### src/rtl/mem_arb_pkg.sv
// Shared types and default sizes for the unified memory-port arbiter.
package mem_arb_pkg;

  localparam int unsigned DEF_AW           = 32;
  localparam int unsigned DEF_DW           = 32;
  localparam int unsigned DEF_MAX_OUT      = 2;
  localparam int unsigned DEF_STARVE_LIMIT = 4;

  // Which requester an outstanding memory transaction belongs to.
  typedef enum logic {
    TAG_INST = 1'b0,
    TAG_DATA = 1'b1
  } tag_e;

  // Holding-register state: empty or presenting a request to memory.
  typedef enum logic {
    IDLE  = 1'b0,
    ISSUE = 1'b1
  } state_e;

endpackage

### src/rtl/tag_fifo.sv
// Tag FIFO: remembers the requester of each in-flight memory request.
// Ports: clk, rst (sync, active-high); push/push_tag write a tag,
// pop retires the head; head, count, empty, full report occupancy.
module tag_fifo
  import mem_arb_pkg::*;
#(
  parameter int unsigned DEPTH = 2,
  localparam int unsigned CW = $clog2(DEPTH + 1)
) (
  input  logic          clk,
  input  logic          rst,
  input  logic          push,
  input  tag_e          push_tag,
  input  logic          pop,
  output tag_e          head,
  output logic [CW-1:0] count,
  output logic          empty,
  output logic          full
);

  localparam int unsigned PW = (DEPTH > 1) ? $clog2(DEPTH) : 1;

  tag_e          mem [DEPTH];
  logic [PW-1:0] rd_ptr;
  logic [PW-1:0] wr_ptr;
  logic          do_push;
  logic          do_pop;

  function automatic logic [PW-1:0] ptr_inc(input logic [PW-1:0] p);
    return (p == PW'(DEPTH - 1)) ? '0 : p + PW'(1);
  endfunction

  assign empty   = (count == '0);
  assign full    = (count == CW'(DEPTH));
  assign head    = mem[rd_ptr];
  assign do_pop  = pop & ~empty;
  // A pop frees the head slot in the same cycle, so push is legal when full.
  assign do_push = push & (~full | do_pop);

  // Pointers and occupancy.
  always_ff @(posedge clk) begin
    if (rst) begin
      rd_ptr <= '0;
      wr_ptr <= '0;
      count  <= '0;
    end else begin
      if (do_pop)  rd_ptr <= ptr_inc(rd_ptr);
      if (do_push) wr_ptr <= ptr_inc(wr_ptr);
      if (do_push & ~do_pop)      count <= count + CW'(1);
      else if (do_pop & ~do_push) count <= count - CW'(1);
    end
  end

  // Tag storage; contents are don't-care while not counted.
  always_ff @(posedge clk) begin
    if (do_push) mem[wr_ptr] <= push_tag;
  end

endmodule

### src/rtl/mem_arbiter.sv
// Arbitrates instruction fetch and load/store onto one memory port.
// Fixed priority to data with a starvation bound for fetch; in-order
// responses are routed back using a tag FIFO.
// Ports: i_req_*/i_rsp_* fetch side, d_req_*/d_rsp_* load/store side,
// m_req_*/m_rsp_* memory side, err sticky protocol error.
module mem_arbiter
  import mem_arb_pkg::*;
#(
  parameter int unsigned AW           = DEF_AW,
  parameter int unsigned DW           = DEF_DW,
  parameter int unsigned MAX_OUT      = DEF_MAX_OUT,
  parameter int unsigned STARVE_LIMIT = DEF_STARVE_LIMIT
) (
  input  logic            clk,
  input  logic            rst,
  input  logic            i_req_valid,
  output logic            i_req_ready,
  input  logic [AW-1:0]   i_req_addr,
  output logic            i_rsp_valid,
  output logic [DW-1:0]   i_rsp_data,
  input  logic            d_req_valid,
  output logic            d_req_ready,
  input  logic [AW-1:0]   d_req_addr,
  input  logic            d_req_we,
  input  logic [DW-1:0]   d_req_wdata,
  input  logic [DW/8-1:0] d_req_wstrb,
  output logic            d_rsp_valid,
  output logic [DW-1:0]   d_rsp_data,
  output logic            m_req_valid,
  output logic [AW-1:0]   m_req_addr,
  output logic            m_req_we,
  output logic [DW-1:0]   m_req_wdata,
  output logic [DW/8-1:0] m_req_wstrb,
  input  logic            m_req_ready,
  input  logic            m_rsp_valid,
  input  logic [DW-1:0]   m_rsp_data,
  output logic            err
);

  localparam int unsigned CW  = $clog2(MAX_OUT + 1);
  localparam int unsigned CW1 = CW + 1;
  localparam int unsigned SW  = $clog2(STARVE_LIMIT + 1);

  state_e         state;
  state_e         state_next;
  tag_e           hold_tag;
  logic [SW-1:0]  starve_cnt;
  logic           fire;
  logic           can_accept;
  logic           inst_win;
  logic           i_acc;
  logic           d_acc;
  logic [CW1-1:0] slots;
  logic           rsp_pop;
  tag_e           fifo_head;
  logic [CW-1:0]  fifo_count;
  logic           fifo_empty;
  logic           fifo_full;

  assign m_req_valid = (state == ISSUE);
  assign rsp_pop     = m_rsp_valid & ~fifo_empty;

  // Next state, grant and readies; no dependence on m_rsp_valid.
  always_comb begin
    state_next  = state;
    fire        = 1'b0;
    slots       = '0;
    can_accept  = 1'b0;
    inst_win    = 1'b0;
    i_req_ready = 1'b0;
    d_req_ready = 1'b0;
    i_acc       = 1'b0;
    d_acc       = 1'b0;

    fire       = (state == ISSUE) & m_req_ready;
    slots      = CW1'(fifo_count) + CW1'(fire) + CW1'(1);
    can_accept = ~rst & ~fifo_full & ((state == IDLE) | fire) & (slots <= CW1'(MAX_OUT));
    inst_win   = ~d_req_valid | (starve_cnt == SW'(STARVE_LIMIT));

    i_req_ready = can_accept & i_req_valid & inst_win;
    d_req_ready = can_accept & d_req_valid & ~inst_win;
    i_acc       = i_req_valid & i_req_ready;
    d_acc       = d_req_valid & d_req_ready;

    if (i_acc | d_acc) state_next = ISSUE;
    else if (fire)     state_next = IDLE;
  end

  // State register.
  always_ff @(posedge clk) begin
    if (rst) state <= IDLE;
    else     state <= state_next;
  end

  // Holding register driving the memory request.
  always_ff @(posedge clk) begin
    if (rst) begin
      m_req_addr  <= '0;
      m_req_we    <= 1'b0;
      m_req_wdata <= '0;
      m_req_wstrb <= '0;
      hold_tag    <= TAG_INST;
    end else if (i_acc) begin
      m_req_addr  <= i_req_addr;
      m_req_we    <= 1'b0;
      m_req_wdata <= '0;
      m_req_wstrb <= '0;
      hold_tag    <= TAG_INST;
    end else if (d_acc) begin
      m_req_addr  <= d_req_addr;
      m_req_we    <= d_req_we;
      m_req_wdata <= d_req_wdata;
      m_req_wstrb <= d_req_wstrb;
      hold_tag    <= TAG_DATA;
    end
  end

  // Counts data grants that overtook a waiting fetch.
  always_ff @(posedge clk) begin
    if (rst)                      starve_cnt <= '0;
    else if (~i_req_valid | i_acc) starve_cnt <= '0;
    else if (d_acc)               starve_cnt <= starve_cnt + SW'(1);
  end

  tag_fifo #(.DEPTH(MAX_OUT)) u_tag_fifo (
    .clk      (clk),
    .rst      (rst),
    .push     (fire),
    .push_tag (hold_tag),
    .pop      (rsp_pop),
    .head     (fifo_head),
    .count    (fifo_count),
    .empty    (fifo_empty),
    .full     (fifo_full)
  );

  // Response routing and sticky error on an unexpected response.
  always_ff @(posedge clk) begin
    if (rst) begin
      i_rsp_valid <= 1'b0;
      i_rsp_data  <= '0;
      d_rsp_valid <= 1'b0;
      d_rsp_data  <= '0;
      err         <= 1'b0;
    end else begin
      i_rsp_valid <= rsp_pop & (fifo_head == TAG_INST);
      d_rsp_valid <= rsp_pop & (fifo_head == TAG_DATA);
      if (rsp_pop & (fifo_head == TAG_INST)) i_rsp_data <= m_rsp_data;
      if (rsp_pop & (fifo_head == TAG_DATA)) d_rsp_data <= m_rsp_data;
      if (m_rsp_valid & fifo_empty)          err <= 1'b1;
    end
  end

endmodule

### config.mk
export PLATFORM = sky130hd
export DESIGN_NAME = mem_arbiter
export DESIGN_NICKNAME = d
export VERILOG_FILES = /design/src/rtl/mem_arb_pkg.sv /design/src/rtl/tag_fifo.sv /design/src/rtl/mem_arbiter.sv
export SDC_FILE = /design/constraint.sdc
export NUM_CORES = 1
export LEC_CHECK = 0
export ABC_AREA = 1
export ABC_CLOCK_PERIOD_IN_PS = 2320
export BUFFER_PORTS_ARGS = -buffer_cell sky130_fd_sc_hd__buf_2
export CAP_MARGIN = 20
export CORE_MARGIN = 2
export CORE_UTILIZATION = 47
export CTS_CLUSTER_SIZE = 16
export DETAILED_ROUTE_END_ITERATION = 16
export GPL_ROUTABILITY_DRIVEN = 0
export GPL_TIMING_DRIVEN = 0
export PLACE_DENSITY = 0.8
export SLEW_MARGIN = 20
export SYNTH_ARGS = -nofsm -noshare
export SYNTH_HDL_FRONTEND = slang
export SYNTH_SLANG_ARGS = --single-unit
### constraint.sdc
create_clock -name clk -period 2.32 [get_ports clk]
set_input_delay 0.116 -clock clk [delete_from_list [all_inputs] [get_ports clk]]
set_output_delay 0.116 -clock clk [all_outputs]
set_load 0.01 [all_outputs]
# Word-level counts from Yosys, hierarchy flattened
# Memories as Yosys holds them, arrays and structs flattened. A register that Yosys moved wholly into a read port is not among the register bits.
# Index checks and enable logic that the tools add are counted.
[classes]
addsub = 7
n_lt_le_gt_ge = 1
n_eq_ne = 2
n_mux = 12
bitwise = 33
n_reduce_logical = 6
[ops]
columns = ["op", "count"]
rows = [
  ["2-to-1 mux 32 bit", 2],
  ["bitwise AND 1 bit", 18],
  ["inverter 1 bit", 10],
  ["2-to-1 mux 1 bit", 8],
  ["adder 3 x 1 -> 3 bit, second input constant", 2],
  ["nonzero test 2 bit", 3],
  ["OR 1 bit", 5],
  ["2-to-1 mux 2 bit", 2],
  ["OR reduction 2 bit", 2],
  ["adder 2 x 1 -> 3 bit", 1],
  ["equality test 3 bit, second input constant", 1],
  ["less-or-equal comparator 3 x 2 -> 1 bit, second input constant", 1],
  ["adder 1 bit, second input constant", 2],
  ["adder 2 x 1 -> 2 bit, second input constant", 1],
  ["equality test 2 bit, second input constant", 1],
  ["zero test 2 bit", 1],
  ["subtractor 2 x 1 -> 2 bit, second input constant", 1],
]
[word_totals]
reg_bits = 145
ram_bits = 2
in_bits = 139
out_inout_bits = 139
elab_cells = 77
n_memories = 1
[mem_list]
columns = ["name", "words", "width", "read_ports", "rd_ports_with_merged_regs", "write_ports", "line", "text"]
rows = [
  ["u_tag_fifo.mem", 2, 1, 1, 1, 1, "tag_fifo.sv:23", "tag_e mem [DEPTH];"],
]

# Logic depth before layout (Yosys ltp)
# Gate-level depths: netlist (run 1).
[depth]
ltp_word = 10
ltp_mapped = 13
ltp_nobuf = 12

# By module
# A second synthesis (run 1) with hierarchy kept.
[unflattened]
hier_cells = 867
hier_area_um2 = 6386.1
[by_module_without_submodules]
columns = ["mod", "instances", "cells_each", "area_per_inst_um2", "seq_area_each_um2"]
rows = [
  ["mem_arbiter", 1, 824, 6064.6, 2822.7],
  ["tag_fifo", 1, 43, 321.6, 160.2],
]

# Least setup slack after synthesis (run 1)
# Ideal clock, no wire load.
[synth_path]
kind = "flip-flop to flip-flop"
startpoint = "register state (netlist: m_req_valid)"
endpoint = "register m_req_wdata[22]"
setup_ps = 116
arrival_time_ps = 1774
slack_ps = 430
path_stages_with_launch = 11
period_less_slack_ps = 1890
cell_sequence = "dfxtp_1 -> nand2_1 -> ha_1 -> ha_1 -> nand3_1 -> nand2_1 -> nand3_2 -> nand2_1 -> buf_2 -> buf_4 -> a21oi_1"
[synth_via]
elab_chain_len = 9
word_cells_on_any_way = 15
[synth_rtl]
columns = ["item", "line", "text"]
rows = [
  ["start: declaration", "mem_arbiter.sv:44", "state_e state;"],
  ["start signal: assignment", "mem_arbiter.sv:92", "else state <= state_next;"],
  ["bitwise AND 1 bit", "mem_arbiter.sv:75", "fire = (state == ISSUE) & m_req_ready;"],
  ["adder 2 x 1 -> 3 bit", "mem_arbiter.sv:76", "slots = CW1'(fifo_count) + CW1'(fire) + CW1'(1);"],
  ["adder 3 x 1 -> 3 bit", "mem_arbiter.sv:76", ""],
  ["less-or-equal comparator 3 x 2 -> 1 bit", "mem_arbiter.sv:77", "can_accept = ~rst & ~fifo_full & ((state == IDLE) | fire) & (slots <= CW1'(MAX_OUT));"],
  ["bitwise AND 1 bit *", "mem_arbiter.sv:77", ""],
  ["bitwise AND 1 bit (2 in a row)", "mem_arbiter.sv:80", "i_req_ready = can_accept & i_req_valid & inst_win;"],
  ["bitwise AND 1 bit", "mem_arbiter.sv:82", "i_acc = i_req_valid & i_req_ready;"],
  ["OR reduction 2 bit (no source line)", "--", ""],
  ["end signal: assignment", "mem_arbiter.sv:112", "m_req_wdata <= d_req_wdata;"],
  ["end: declaration", "mem_arbiter.sv:32", "output logic [DW-1:0] m_req_wdata,"],
]
# Every way passes the cells marked *; elsewhere a longest branch is shown, timed or not.
# A chain may end at the register's enable or synchronous reset.

# Worst setup path in the final report (run 1)
[layout_path]
startpoint = "register u_tag_fifo.count[0]"
endpoint = "output i_req_ready"
[layout_via]
elab_chain_len = 7
word_cells_on_any_way = 10
[layout_rtl]
columns = ["item", "line", "text"]
rows = [
  ["start: declaration", "tag_fifo.sv:16", "output logic [CW-1:0] count,"],
  ["start signal: assignment", "tag_fifo.sv:49", "if (do_push & ~do_pop) count <= count + CW'(1);"],
  ["start signal: assignment", "tag_fifo.sv:50", "else if (do_pop & ~do_push) count <= count - CW'(1);"],
  ["parallel branches: the longest is 4 deep, another holds adder 2 x 1 -> 3 bit", "--", ""],
  ["bitwise AND 1 bit *", "mem_arbiter.sv:77", ""],
  ["bitwise AND 1 bit * (2 in a row)", "mem_arbiter.sv:80", ""],
  ["end: declaration", "mem_arbiter.sv:17", "output logic i_req_ready,"],
]
# Mark *: on every way between the ends.

==> run summary, run 1 <==
reg2reg start: u_tag_fifo.count[0]$_SDFFE_PP0P_
CTS Root Cell: clkbuf_16
M1 WL: 8370 µm
final hold vios: 0
sequential share of power: 37.1%
pre-CTS setup slack: 21.2 ps
via count: 7002
vias in the first global route: 6779
Max IR drop VDD: 539 µV
initial antenna violation count: 0
overall die area: 14200 µm²
Final setup viols: 0
ranking of synthesized cells by area: dfxtp_1, nor2_1, nand2_1
port buffer count: 277
worst hold slack: 12.8 ps
fin. max-slew vios: 0
drt pass-1 iters: 5
Synth top area share: 46.7%
Hold Crit Start: d_req_addr[26]
commonest cells in the netlist: nor2_1, dfxtp_1, nand2_1
Comb power frac: 35.8%
Final Worst Setup Slack: 153 ps
reg2reg path depth: 10
largest net degree at the start of global routing: 17
status: complete, no violations
via-per-instance ratio: 4.92
H-tree levels: 4
CTS clock-pin slew for the worst setup and hold paths: 60 ps
CP startpoint: u_tag_fifo.count[0]$_SDFFE_PP0P_
total power: 9.27 mW
ys async rst share: 0%
final instance area: 9180 µm²
syn_nets: 1008
internal power: 5.87 mW
met3 wire len: 1480 µm
Util after Layout: 69.8%
Iteration-0 DRC Markers: 409
placed cells: 1316
Placement Cell Area: 7860 µm²
dominant synthesized flop cell: dfxtp_1
final WL: 20400 µm
Hold Path End: m_req_addr[26]$_SDFFE_PP0P_
ANT cells: 0
clock network fraction of design power: 27.1%
FF+latch count, synth: 148
WHS Path Cells: 4
first-pass GRT wire length: 31900 µm
# IOs: 278
core footprint: 13100 µm²
Net Sw Frac: 36.7%
GR Overflow Total: 0
Post-synth EDFFs: 2
CP Capture Type: output pin
nature of the critical path startpoint: flip-flop
highest metal layer with signal wires: met4
All-Layer GR Usage: 27.8%
Synth Cell Area: 6250 µm²
final std cells w/o fill: 1423
period utilization: 93.4%
Rows: 42
CP max FO: 10
flop2flop setup slack: 170 ps
Tightest Pin Transition: 520 ps
Seq/Total Area, Yosys: 47.7%
layout cell share with drive strength beyond 1: 29.1%
Max Cap Viol: 0
cell taking the most area after synthesis: dfxtp_1
number of distinct library cells after synthesis: 24
CTS Sinks: 148
Layout area overhead: 46.7%
CP Class: reg -> out
skew final: 8.42 ps
Max clock buf depth: 2
die span in y: 119 µm
arrival time worst endpoint: 2050 ps
Final Critical Period: 2170 ps
NetSw: 3.41 mW
Syn Area/Cell: 7.25 µm²
# DRC: 0
Die W: 119 µm
DR WL/cell: 14.3 µm
CP required: 2200 ps
Final HPWL DP: 13500 µm
Yosys warning total: 0
Initial Util: 47.6%
Mapped Cells: 863
FILL cells: 1040
type of the worst min-delay path: in -> reg
Detail Route met2 WL: 9800 µm
Post-layout nets: 1379
slew margin rel.: 65.4%
f_max: 0.461 GHz
Leakage: 4.96 nW
RSZ-0062 raised after global routing: false
setup TNS: 0 ps
CTS tree: yes
antenna-violating nets left: 0
TritonCTS Buffers: 17
r2r endpoint: m_req_addr[21]$_SDFFE_PP0P_
most frequent cell after synthesis: nor2_1
PwrDens: 1010 nW/µm²
clk_lat worst skew: 410 ps
==> how the worst max path moves through the flow <==
stage                                         to  slack [ps]  depth (start not counted)
finish                               i_req_ready         150                          9
global route                         i_req_ready           3                          9
CTS                                  d_req_ready           7                          8
detailed placement  m_req_wdata[19]$_SDFFE_PP0P_          20                         10
global placement    m_req_wdata[15]$_SDFFE_PP0P_          50                         10
floorplan           m_req_wdata[22]$_SDFFE_PP0P_         430                         10
==> power groups by stage <==
stage	registers, mW	logic, mW	clock network [mW]
6_report	3.44	3.32	2.51
5_1_grt	3.49	3.67	2.67
4_1_cts	3.42	3.20	2.55
3_5_place_dp	3.46	3.07	0
3_3_place_gp	3.45	3.02	0
2_1_floorplan	3.71	1.64	0
==> logic make-up (layout without fill, tap and decap cells) <==
group | after synthesis | after routing | share of synthesized area [%]
simple gates | 411 | 411 | 29.6
buf+inv | 164 | 548 | 10.7
flops | 148 | 148 | 47.7
compound gates | 133 | 133 | 10.7
fa+ha+maj | 6 | 6 | 1.20
xor+xnor | 1 | 1 | 0.140
==> critical path, cell delays in order (launching register included) <==
cell and delay, ps:
dfxtp_1 330, inv_2 80, ha_1 220, ha_1 280
nand3_1 110, nand2_4 140, nand3_4 140, buf_8 180
inv_1 50, buf_2 110
==> cell type report <==
| cell class | count | area (µm²) | area share (%) |
|---|---|---|---|
| flip-flops and latches | 148 | 2980 | 32.5 |
| plain buffers | 57 | 275 | 3.00 |
| repair buffers | 353 | 2140 | 23.3 |
| clock buffers | 20 | 457 | 4.98 |
| multi-input cells | 551 | 2620 | 28.6 |
| inverters | 106 | 400 | 4.36 |
| well taps | 176 | 220 | 2.40 |
| clock inverters | 12 | 81.3 | 0.886 |
==> flip-flops by register name (all words and copies together), names as in the netlist, named ones only <==
signal             cells
u_tag_fifo.rd_ptr      1
d_rsp_data            32
m_req_addr            32
i_rsp_data            32
m_req_we               1
u_tag_fifo.count       2
u_tag_fifo.wr_ptr      1
m_req_valid            1
hold_tag               1
m_req_wstrb            4
starve_cnt             3
d_rsp_valid            1
i_rsp_valid            1
m_req_wdata           32
err                    1
u_tag_fifo.mem         2
==> metal layers <==
metal / track usage (%) / vias up
met5: 0 / -
met4: 13.4 / 0
met3: 6.75 / 56
met2: 47.9 / 315
met1: 32.4 / 3168
li1: - / 3463
==> cells in the final DEF (no fill, tap or decap), types with 2 or more instances in the layout <==
cell	count
a21oi_1	60
nand3_1	4
nor2_1	179
inv_2	5
inv_1	100
nor2_2	3
buf_2	308
nand2_1	137
ha_1	6
nand4_1	32
clkbuf_16	17
inv_6	2
o21ai_1	13
buf_4	7
clkinv_2	5
clkbuf_1	20
buf_1	3
dfxtp_1	145
clkbuf_8	2
edfxtp_1	2
clkinvlp_4	4
o21ai_0	57
nand3b_1	51
dlygate4sd3_1	72
a31oi_1	2
==> timing repair <==
action,CTS,global route
pin swaps,0,1
endpoints found under the hold margin,106,0
gates cloned,0,0
resized for setup,4,7
setup buffers,0,4
hold buffers,72,0
endpoints found under the setup margin,11,49
Power figures use the tool's default switching activity.
==> run 2: changes to the inputs <==
--- a/config.mk
+++ b/config.mk
@@ -6,7 +6,7 @@
 export NUM_CORES = 1
 export LEC_CHECK = 0
 export ABC_AREA = 1
-export ABC_CLOCK_PERIOD_IN_PS = 2320
+export ABC_CLOCK_PERIOD_IN_PS = 2300
 export BUFFER_PORTS_ARGS = -buffer_cell sky130_fd_sc_hd__buf_2
 export CAP_MARGIN = 20
 export CORE_MARGIN = 2
==> constraint.sdc (replaced) <==
create_clock -name clk -period 2.3 [get_ports clk]
set_input_delay 0.115 -clock clk [delete_from_list [all_inputs] [get_ports clk]]
set_output_delay 0.115 -clock clk [all_outputs]
set_load 0.01 [all_outputs]
==> run 2 against run 1 <==
Largest power group unchanged. Non-clock buffer count is 1 higher. Clock power barely moved. Clock skew decreased by 0.61 ps. Critical path depth stayed put. Cell count about the same. Power increased by 1.1%. Register-to-register slack hardly changed. Largest cell class unchanged. Critical endpoint unchanged.
==> run summary, run 2 (synthesis gave the netlist of run 1 again) <==
internal power: 5.93 mW (+1.1%)
cell mode on critical path: ha_1
antenna-violating nets left: 0 (unchanged)
worst hold slack: 15.1 ps (+2.27 ps)
RSZ-0062 raised after global routing: false
Max Cap Viol: 0 (unchanged)
Max clock buf depth: 2 (unchanged)
Die W: 119 µm (unchanged)
CP Cell Sequence: inv_2, ha_1, ha_1, nand3_2, nand2_4, nand3_4, buf_8, inv_1, buf_2
die span in y: 119 µm (unchanged)
DR WL/cell: 14.3 µm (+0.16%)
skew final: 7.81 ps (-0.609 ps)
period utilization: 93.8%
setup TNS: 0 ps (unchanged)
overall die area: 14200 µm² (unchanged)
initial antenna violation count: 0 (unchanged)
commonest non-fill, non-tap cells in the layout: buf_2, nor2_1, dfxtp_1
busiest layer in global routing: met2
first-pass GRT wire length: 32000 µm (+0.15%)
pre-CTS setup slack: 1.19 ps (-20.0 ps)
CTS clock-pin slew for the worst setup and hold paths: 60 ps (about the same)
M1 GR Usage: 32.5% (+0.060 points)
via count: 7000 (-0.029%)
core footprint: 13100 µm² (unchanged)
nature of the critical path startpoint: flip-flop
# IOs: 278 (unchanged)
GR Overflow Total: 0 (unchanged)
Final Worst Setup Slack: 142 ps (-10.7 ps)
drt pass-1 iters: 5 (unchanged)
slew margin rel.: 65.8% (+0.44 points)
via-per-instance ratio: 4.92 (about the same)
layout cell share with drive strength beyond 1: 29.2% (+0.057 points)
Comb power frac: 35.9% (about the same)
CP max FO: 10 (unchanged)
CP Class: reg -> out
met3 Track Usage GR: 6.75% (unchanged)
Net Sw Frac: 36.7% (about the same)
clk_lat worst skew: 410 ps (about the same)
commonest non-fill, non-tap cell in the layout: buf_2
final hold vios: 0 (unchanged)
CP Capture Type: output pin
largest net degree at the start of global routing: 17 (unchanged)
flop2flop setup slack: 170 ps (about the same)
All-Layer GR Usage: 27.9% (+0.041 points)
Layout area overhead: 47.0%
H-tree levels: 4 (unchanged)
ANT cells: 0 (unchanged)
CTS Sinks: 148 (unchanged)
port buffer count: 277 (unchanged)
Final HPWL DP: 13500 µm (unchanged)
final WL: 20400 µm (+0.23%)
Tightest Pin Transition: 513 ps (-6.60 ps)
Initial Util: 47.6% (unchanged)
Leakage: 4.97 nW (+0.16%)
Iteration-0 DRC Markers: 449 (+9.8%)
Post-layout nets: 1380 (+0.073%)
f_max: 0.463 GHz
CTS tree: yes
Rows: 42 (unchanged)
CP required: 2180 ps (-20 ps)
# DRC: 0 (unchanged)
status: complete, no violations
fin. max-slew vios: 0 (unchanged)
NetSw: 3.44 mW (+1.1%)
GR Util met2: 48.0% (+0.072 points)
vias in the first global route: 6781 (+0.030%)
TritonCTS Buffers: 17 (unchanged)
Max IR drop VDD: 543 µV (+0.81%)
Final setup viols: 0 (unchanged)
Util after Layout: 70.0% (+0.15 points)
clock network fraction of design power: 27.1% (about the same)
CTS Root Cell: clkbuf_16
Crit-path slowest cell: dfxtp_1
sequential share of power: 37.0% (about the same)
arrival time worst endpoint: 2040 ps (about the same)
type of the worst min-delay path: in -> reg
PwrDens: 1020 nW/µm² (+0.84%)
CP peak stage delay: 330 ps (about the same)
Final Critical Period: 2160 ps
run 2: stage by stage:
step | instance area [µm²] | power, mW | instances
global placement | 7860 | 6.52 | 1316
floorplan | 6250 | 5.40 | 863
detailed placement | 7860 | 6.59 | 1316
CTS | 9140 | 9.25 | 1420
finish | 9200 | 9.37 | 1424
global route | 9200 | 9.93 | 1424
run 2: power by group through the flow:
stage | logic (mW) | registers (mW) | clock network, mW
after global routing | 3.72 | 3.52 | 2.69
final | 3.37 | 3.47 | 2.54
after detailed placement | 3.10 | 3.49 | 0
after floorplan | 1.65 | 3.75 | 0
after global placement | 3.05 | 3.48 | 0
after CTS | 3.23 | 3.45 | 2.57
run 2: area by class of cell:
class                           count  area, µm²
Buffer                             57        280
Clock buffer                       20        457
Fill cell                        1035       3940
Clock inverter                     12       81.3
Timing Repair Buffer              354       2150
Multi-Input combinational cell    551       2630
Tap cell                          176        220
Inverter                          106        400
Sequential cell                   148       2980
run 2: what timing repair did:
action,in CTS,in global routing
endpoints found under the setup margin,23,56
setup buffers,0,4
gates resized for setup,4,10
hold buffers,73,0
hold endpoints to repair,107,0
pin swaps,0,1
run 2: worst max-delay path: cells and delay by family, from the launching register on:
kind	cells	cell delay, ps
buffers and inverters	4	430
flip-flops	1	330
adder cells (fa/ha/maj)	2	510
AND/OR/NAND/NOR	3	360
run 2: worst paths after layout:
check	startpoint	end	depth (start not counted)
setup reg to reg	u_tag_fifo.count[0]$_SDFFE_PP0P_	m_req_addr[15]$_SDFFE_PP0P_	11
hold / removal	d_req_addr[23]	m_req_addr[23]$_SDFFE_PP0P_	4
setup / recovery	u_tag_fifo.count[0]$_SDFFE_PP0P_	i_req_ready	9
hold reg to reg	u_tag_fifo.rd_ptr$_SDFFE_PP0P_	u_tag_fifo.rd_ptr$_SDFFE_PP0P_	1
run 2: layer usage:
metal / up-vias / share of wire (%)
met2: 302 / 48
met4: 0 / 3.5
li1: 3469 / -
met5: - / 0
met3: 54 / 7.0
met1: 3175 / 41
